`src/rtl/adc_rx_align_ctrl.sv`:
```
// adc_rx_align_ctrl: GDDRX2 ADC word-alignment sequencer (CLKDIVF reset, ALIGNWD slips, lock/fail).
// Optional mismatch counter on o_err_cnt is built when ADC_ALIGN_ERR_CNT_EN is defined.
module adc_rx_align_ctrl #(
    parameter logic [15:0] TRAIN_PAT   = 16'hA55A,
    parameter int          DIV_RST_CYC = 8,
    parameter int          SETTLE_CYC  = 16,
    parameter int          MATCH_CYC   = 32,
    parameter int          MAX_SLIPS   = 8
) (
    input  logic        i_clk,
    input  logic        i_srst,
    input  logic        i_start,
    input  logic [15:0] i_chan_a_sample_0,
    input  logic [15:0] i_chan_a_sample_1,
    input  logic [15:0] i_chan_b_sample_0,
    input  logic [15:0] i_chan_b_sample_1,
    output logic        o_clkdiv_rst,
    output logic        o_alignwd,
    output logic        o_busy,
    output logic        o_locked,
    output logic        o_fail,
    output logic [3:0]  o_slip_cnt,
    output logic [15:0] o_err_cnt
);

    localparam int DIV_W    = (DIV_RST_CYC > 1) ? $clog2(DIV_RST_CYC) : 1;
    localparam int SETTLE_W = (SETTLE_CYC > 1) ? $clog2(SETTLE_CYC) : 1;
    localparam int MATCH_W  = (MATCH_CYC > 1) ? $clog2(MATCH_CYC) : 1;

    localparam logic [DIV_W-1:0]    DIV_LAST    = DIV_W'(DIV_RST_CYC - 1);
    localparam logic [SETTLE_W-1:0] SETTLE_LAST = SETTLE_W'(SETTLE_CYC - 1);
    localparam logic [MATCH_W-1:0]  MATCH_LAST  = MATCH_W'(MATCH_CYC - 1);
    localparam logic [3:0]          SLIP_MAX    = 4'(MAX_SLIPS);

    typedef enum logic [2:0] {
        S_IDLE,
        S_DIV_RST,
        S_SETTLE,
        S_CHECK,
        S_SLIP,
        S_LOCKED,
        S_FAIL
    } state_t;

    state_t state_q, state_d;

    logic [DIV_W-1:0]    div_cnt_q, div_cnt_d;
    logic [SETTLE_W-1:0] settle_cnt_q, settle_cnt_d;
    logic [MATCH_W-1:0]  match_cnt_q, match_cnt_d;
    logic [3:0]          slip_cnt_q, slip_cnt_d;

    logic clkdiv_rst_q, clkdiv_rst_d;
    logic alignwd_q, alignwd_d;
    logic busy_q, busy_d;
    logic locked_q, locked_d;
    logic fail_q, fail_d;

    logic [15:0] a0_q, a1_q, b0_q, b1_q;
    logic        match;
    logic        start_ok;

    // Capture the deserialised words so the compare works on a clean registered copy
    always_ff @(posedge i_clk) begin
        if (i_srst) begin
            a0_q <= '0;
            a1_q <= '0;
            b0_q <= '0;
            b1_q <= '0;
        end else begin
            a0_q <= i_chan_a_sample_0;
            a1_q <= i_chan_a_sample_1;
            b0_q <= i_chan_b_sample_0;
            b1_q <= i_chan_b_sample_1;
        end
    end

    assign match = (a0_q == TRAIN_PAT) && (a1_q == TRAIN_PAT) &&
                   (b0_q == TRAIN_PAT) && (b1_q == TRAIN_PAT);

    // A start is only taken from a resting state; pulses mid-attempt are dropped
    assign start_ok = i_start &&
                      ((state_q == S_IDLE) || (state_q == S_LOCKED) ||
                       (state_q == S_FAIL));

    // Sequencer next-state, counters and the registered output values
    always_comb begin
        state_d      = state_q;
        div_cnt_d    = div_cnt_q;
        settle_cnt_d = settle_cnt_q;
        match_cnt_d  = match_cnt_q;
        slip_cnt_d   = slip_cnt_q;

        unique case (state_q)
            S_IDLE, S_LOCKED, S_FAIL: begin
                if (start_ok) begin
                    state_d    = S_DIV_RST;
                    div_cnt_d  = '0;
                    slip_cnt_d = '0;
                end
            end
            S_DIV_RST: begin
                if (div_cnt_q == DIV_LAST) begin
                    state_d      = S_SETTLE;
                    settle_cnt_d = '0;
                    match_cnt_d  = '0;
                end else begin
                    div_cnt_d = div_cnt_q + 1'b1;
                end
            end
            S_SETTLE: begin
                if (settle_cnt_q == SETTLE_LAST) begin
                    state_d = S_CHECK;
                end else begin
                    settle_cnt_d = settle_cnt_q + 1'b1;
                end
            end
            S_CHECK: begin
                if (match) begin
                    if (match_cnt_q == MATCH_LAST) begin
                        state_d = S_LOCKED;
                    end else begin
                        match_cnt_d = match_cnt_q + 1'b1;
                    end
                end else begin
                    match_cnt_d = '0;
                    if (slip_cnt_q == SLIP_MAX) begin
                        state_d = S_FAIL;
                    end else begin
                        state_d    = S_SLIP;
                        slip_cnt_d = slip_cnt_q + 1'b1;
                    end
                end
            end
            S_SLIP: begin
                state_d      = S_SETTLE;
                settle_cnt_d = '0;
                match_cnt_d  = '0;
            end
            default: begin
                state_d = S_IDLE;
            end
        endcase

        clkdiv_rst_d = (state_d == S_DIV_RST);
        alignwd_d    = (state_d == S_SLIP);
        busy_d       = (state_d == S_DIV_RST) || (state_d == S_SETTLE) ||
                       (state_d == S_CHECK) || (state_d == S_SLIP);
        locked_d     = (state_d == S_LOCKED);
        fail_d       = (state_d == S_FAIL);
    end

    // State, counters and outputs; reset drops every output on the next edge
    always_ff @(posedge i_clk) begin
        if (i_srst) begin
            state_q      <= S_IDLE;
            div_cnt_q    <= '0;
            settle_cnt_q <= '0;
            match_cnt_q  <= '0;
            slip_cnt_q   <= '0;
            clkdiv_rst_q <= 1'b0;
            alignwd_q    <= 1'b0;
            busy_q       <= 1'b0;
            locked_q     <= 1'b0;
            fail_q       <= 1'b0;
        end else begin
            state_q      <= state_d;
            div_cnt_q    <= div_cnt_d;
            settle_cnt_q <= settle_cnt_d;
            match_cnt_q  <= match_cnt_d;
            slip_cnt_q   <= slip_cnt_d;
            clkdiv_rst_q <= clkdiv_rst_d;
            alignwd_q    <= alignwd_d;
            busy_q       <= busy_d;
            locked_q     <= locked_d;
            fail_q       <= fail_d;
        end
    end

    assign o_clkdiv_rst = clkdiv_rst_q;
    assign o_alignwd    = alignwd_q;
    assign o_busy       = busy_q;
    assign o_locked     = locked_q;
    assign o_fail       = fail_q;
    assign o_slip_cnt   = slip_cnt_q;

`ifdef ADC_ALIGN_ERR_CNT_EN
    logic [15:0] err_cnt_q, err_cnt_d;

    // Count mismatching compare cycles in CHECK; saturate rather than wrap
    always_comb begin
        err_cnt_d = err_cnt_q;
        if (start_ok) begin
            err_cnt_d = '0;
        end else if ((state_q == S_CHECK) && !match &&
                     (err_cnt_q != 16'hFFFF)) begin
            err_cnt_d = err_cnt_q + 1'b1;
        end
    end

    // Mismatch counter register
    always_ff @(posedge i_clk) begin
        if (i_srst) begin
            err_cnt_q <= '0;
        end else begin
            err_cnt_q <= err_cnt_d;
        end
    end

    assign o_err_cnt = err_cnt_q;
`else
    assign o_err_cnt = 16'h0000;
`endif

endmodule
```
`config.mk`:
```
export PLATFORM = sky130hd
export DESIGN_NAME = adc_rx_align_ctrl
export DESIGN_NICKNAME = d
export VERILOG_FILES = /design/src/rtl/adc_rx_align_ctrl.sv
export SDC_FILE = /design/constraint.sdc
export NUM_CORES = 1
export LEC_CHECK = 0
export CAP_MARGIN = 40
export CORE_AREA = 2 2 101 79
export DETAILED_ROUTE_END_ITERATION = 6
export DIE_AREA = 0 0 103 81
export GPL_ROUTABILITY_DRIVEN = 0
export GPL_TIMING_DRIVEN = 0
export HOLD_SLACK_MARGIN = 0.15
export PLACE_DENSITY = 0.76
export SLEW_MARGIN = 20
export SYNTH_ARGS = -nofsm -noshare
export SYNTH_HDL_FRONTEND = slang
export SYNTH_SLANG_ARGS = --single-unit
export TNS_END_PERCENT = 10
```
`constraint.sdc`:
```
create_clock -name i_clk -period 2.45 [get_ports i_clk]
set_clock_uncertainty 0.15 [all_clocks]
set_input_delay 0.49 -clock i_clk [delete_from_list [all_inputs] [get_ports i_clk]]
set_output_delay 0.49 -clock i_clk [all_outputs]
set_load 0.01 [all_outputs]
```
==> out/summary.txt, run 1 <==
Root buf cell = clkbuf_8
Dominant cell type by area after synthesis = dfxtp_1
Placed cell area = 4370 um^2
Final Slew Violations = 0
Fin area = 4630 um^2
Std cell rows = 28
Vias in the first global route = 2387
Nets = 515
Final count of hold timing violations = 0
Critical-path top delay cell = nor4bb_1
Clock period minus worst slack = 2.14 ns
Number of I/O pins = 92
Worst skew pair latency = 0.35 ns
Status = completed
Largest net degree at the start of global routing = 17
Final worst-path cycle share = 87.3%
Post-synthesis cell type count = 59
CTS sink cnt = 88
Yosys warning total = 0
Die W = 103 um
Initial Util = 46.0%
Initial antenna violation count = 0
DRC viols = 0
Post-CTS Hold Fix Bufs = 0
Setup bufs post-CTS = 0
DR iter-0 viols = 106
Global-route usage over all layers = 17.1%
CP delay by family, top = simple AND/OR/NAND/NOR gates
Critical path data arrival time = 2.24 ns
First-pass GRT wire length = 11.0 mm
CTS Buffer Depth = 2
Synthesis-to-layout area growth = 34.4%
TritonCTS Buffers = 9
Vias/cell = 4.71
Ys flop type = dfxtp_1
Worst setup SP type = flop
Post-Syn Area per Cell = 10.2 um^2
Core Util, Final = 61.7%
CP endpoint kind = flop
Buffers on Ports = 74
CTS tree = built
CP max FO = 7
Buf/Inv on CP = 1
Maximum Capacitance Violations = 0
Die ar. = 8340 um^2
DRT Pass-1 Iters = 4
Max IR drop VDD = 385 uV
Die height = 81 um
Slew HR = 63.2%
Worst Max-Slew Pin Slew = 0.552 ns
Post-Route WL = 7.15 mm
Min-delay worst type = flop to flop
H-tree depth = 3
Reg2reg setup slack = 0.31 ns
Antenna cells = 0
Most area-consuming cells after synthesis = dfxtp_1 (51%), nor2b_1 (12%), nor4bb_1 (3.5%), buf_4 (3.5%), nor2_1 (2.7%)
Most frequent cells in the layout = dfxtp_1 (88), clkdlybuf4s50_1 (74), nor2b_1 (67)
Setup violations, final = 0
Unrepaired setup endpoints after global routing = false
DP HPWL = 5.17 mm
Final setup TNS = 0 ns
Post-route ant nets = 0
Maximum clock rate = 468 MHz
Power, Total = 2910 uW
Commonest non-fill, non-tap cell in the layout = dfxtp_1
Post-cts sizing count = 0
Clock-pin slew on the worst setup and hold paths = 0.09 ns
Mapped Cells = 338
GRT overflow = 0
Critical Path RT = 2.56 ns
Yosys reg bits = 88
Synth async-reset ratio = 0%
PwrDens = 628 nW/um^2
Vias post-DR = 2595
Number of synthesized flops with an enable pin = 0
CP Cell Sequence = nor4bb_1 > nand4_1 > nor4_4 > buf_4 > mux2_1 > nor4_1
Leak Pwr = 0.00189 uW
Register area share after synthesis = 51.1%
Post-Syn Area = 3450 um^2
Crit path largest cell delay = 0.38 ns
Area of the core = 7500 um^2
Post-DR wirelength/cell = 13.0 um
WS Path Type = flop to flop
Share of the synthesized area in the top cell type = 51.1%
Layout cells sized above 1 = 10.5%
Filler instances = 648
## stage by stage
step                instances  hold WS, ns  setup WS (ns)
floorplan                 353        0.303          0.542
global placement          532        0.320          0.119
detailed placement        532        0.338          0.153
CTS                       548        0.354          0.132
global route              551        0.375          0.193
finish                    551        0.347          0.312
## flip-flops by register name, indices dropped and copies added (netlist names)
signal        flops
a0_q             16
a1_q             16
b0_q             16
b1_q             16
div_cnt_q         3
match_cnt_q       5
o_alignwd         1
o_busy            1
o_clkdiv_rst      1
o_fail            1
o_locked          1
o_slip_cnt        4
settle_cnt_q      4
state_q           3
## cell type report
| type | count | area [um^2] | area share (%) |
|---|---|---|---|
| repair buffers | 77 | 763 | 16.5 |
| well taps | 105 | 131 | 2.84 |
| multi-input cells | 228 | 1530 | 33.1 |
| clock buffers | 10 | 138 | 2.97 |
| inverters | 4 | 15.0 | 0.324 |
| clock inverters | 6 | 95.1 | 2.05 |
| flip-flops and latches | 88 | 1760 | 38.1 |
| plain buffers | 33 | 194 | 4.19 |
## worst paths after layout
path,startpoint,to,cells past startpoint
max,a0_q[7]$_SDFF_PP0_,o_clkdiv_rst$_SDFF_PP0_,6
min reg2reg,settle_cnt_q[3]$_SDFFE_PP0P_,settle_cnt_q[3]$_SDFFE_PP0P_,2
min,settle_cnt_q[3]$_SDFFE_PP0P_,settle_cnt_q[3]$_SDFFE_PP0P_,2
max reg2reg,a0_q[7]$_SDFF_PP0_,o_clkdiv_rst$_SDFF_PP0_,6
## Yosys cell counts, drive strengths merged (2+ instances only)
master,n
mux2,2
clkbuf,14
nor2b,67
and4bb,2
o21ai,5
o311ai,2
nor3,6
a22oi,4
dfxtp,88
o21bai,2
and3b,2
nand4,5
nand2,9
or3,4
a32oi,2
a2bb2oi,2
o211ai,2
and3,2
a211oi,2
nor4bb,12
ha,7
nor2,26
and4b,2
buf,19
nand2b,8
and2,2
o31ai,3
mux2i,4
nand3,4
a21oi,4
inv,4
xnor2,2
nor4,3
## per-layer routing
layer  routed length, um  global-route usage [%]
met3                 399                    4.48
met4                  49                    4.74
met2                3350                    28.1
met5                   0                       0
met1                3360                    22.4
## cell families after synthesis
group	after synthesis	synth area share, %
xor+xnor	3	0.763
other cells	1	0.109
compound gates	37	8.32
simple gates	159	29.3
flops	88	51.1
mux	6	1.82
fa+ha+maj	7	2.54
buf+inv	37	6.06
## where the power goes
group	leakage [uW]	switching [uW]	internal [uW]
logic	0.00104	95.3	168
registers	0.000728	16.9	1490
clock network	0.000118	523	615
## worst min-delay path, delay by kind of cell (launching register included)
family             cells  cell delay [ns]
AOI/OAI and AO/OA      2             0.13
DFF                    1             0.33
No activity file was read; power rests on OpenSTA's default activity.
==> run 2, diff against run 1 <==
TNS_END_PERCENT = unset   (was 10)
==> results of run 2 <==
Final layout, timing and power as in run 1 (identical DEF).
==> run 3, diff against run 2 <==
TNS_END_PERCENT = 50   (was unset)
==> results of run 3 <==
Final layout, timing and power as in run 1 (identical DEF).
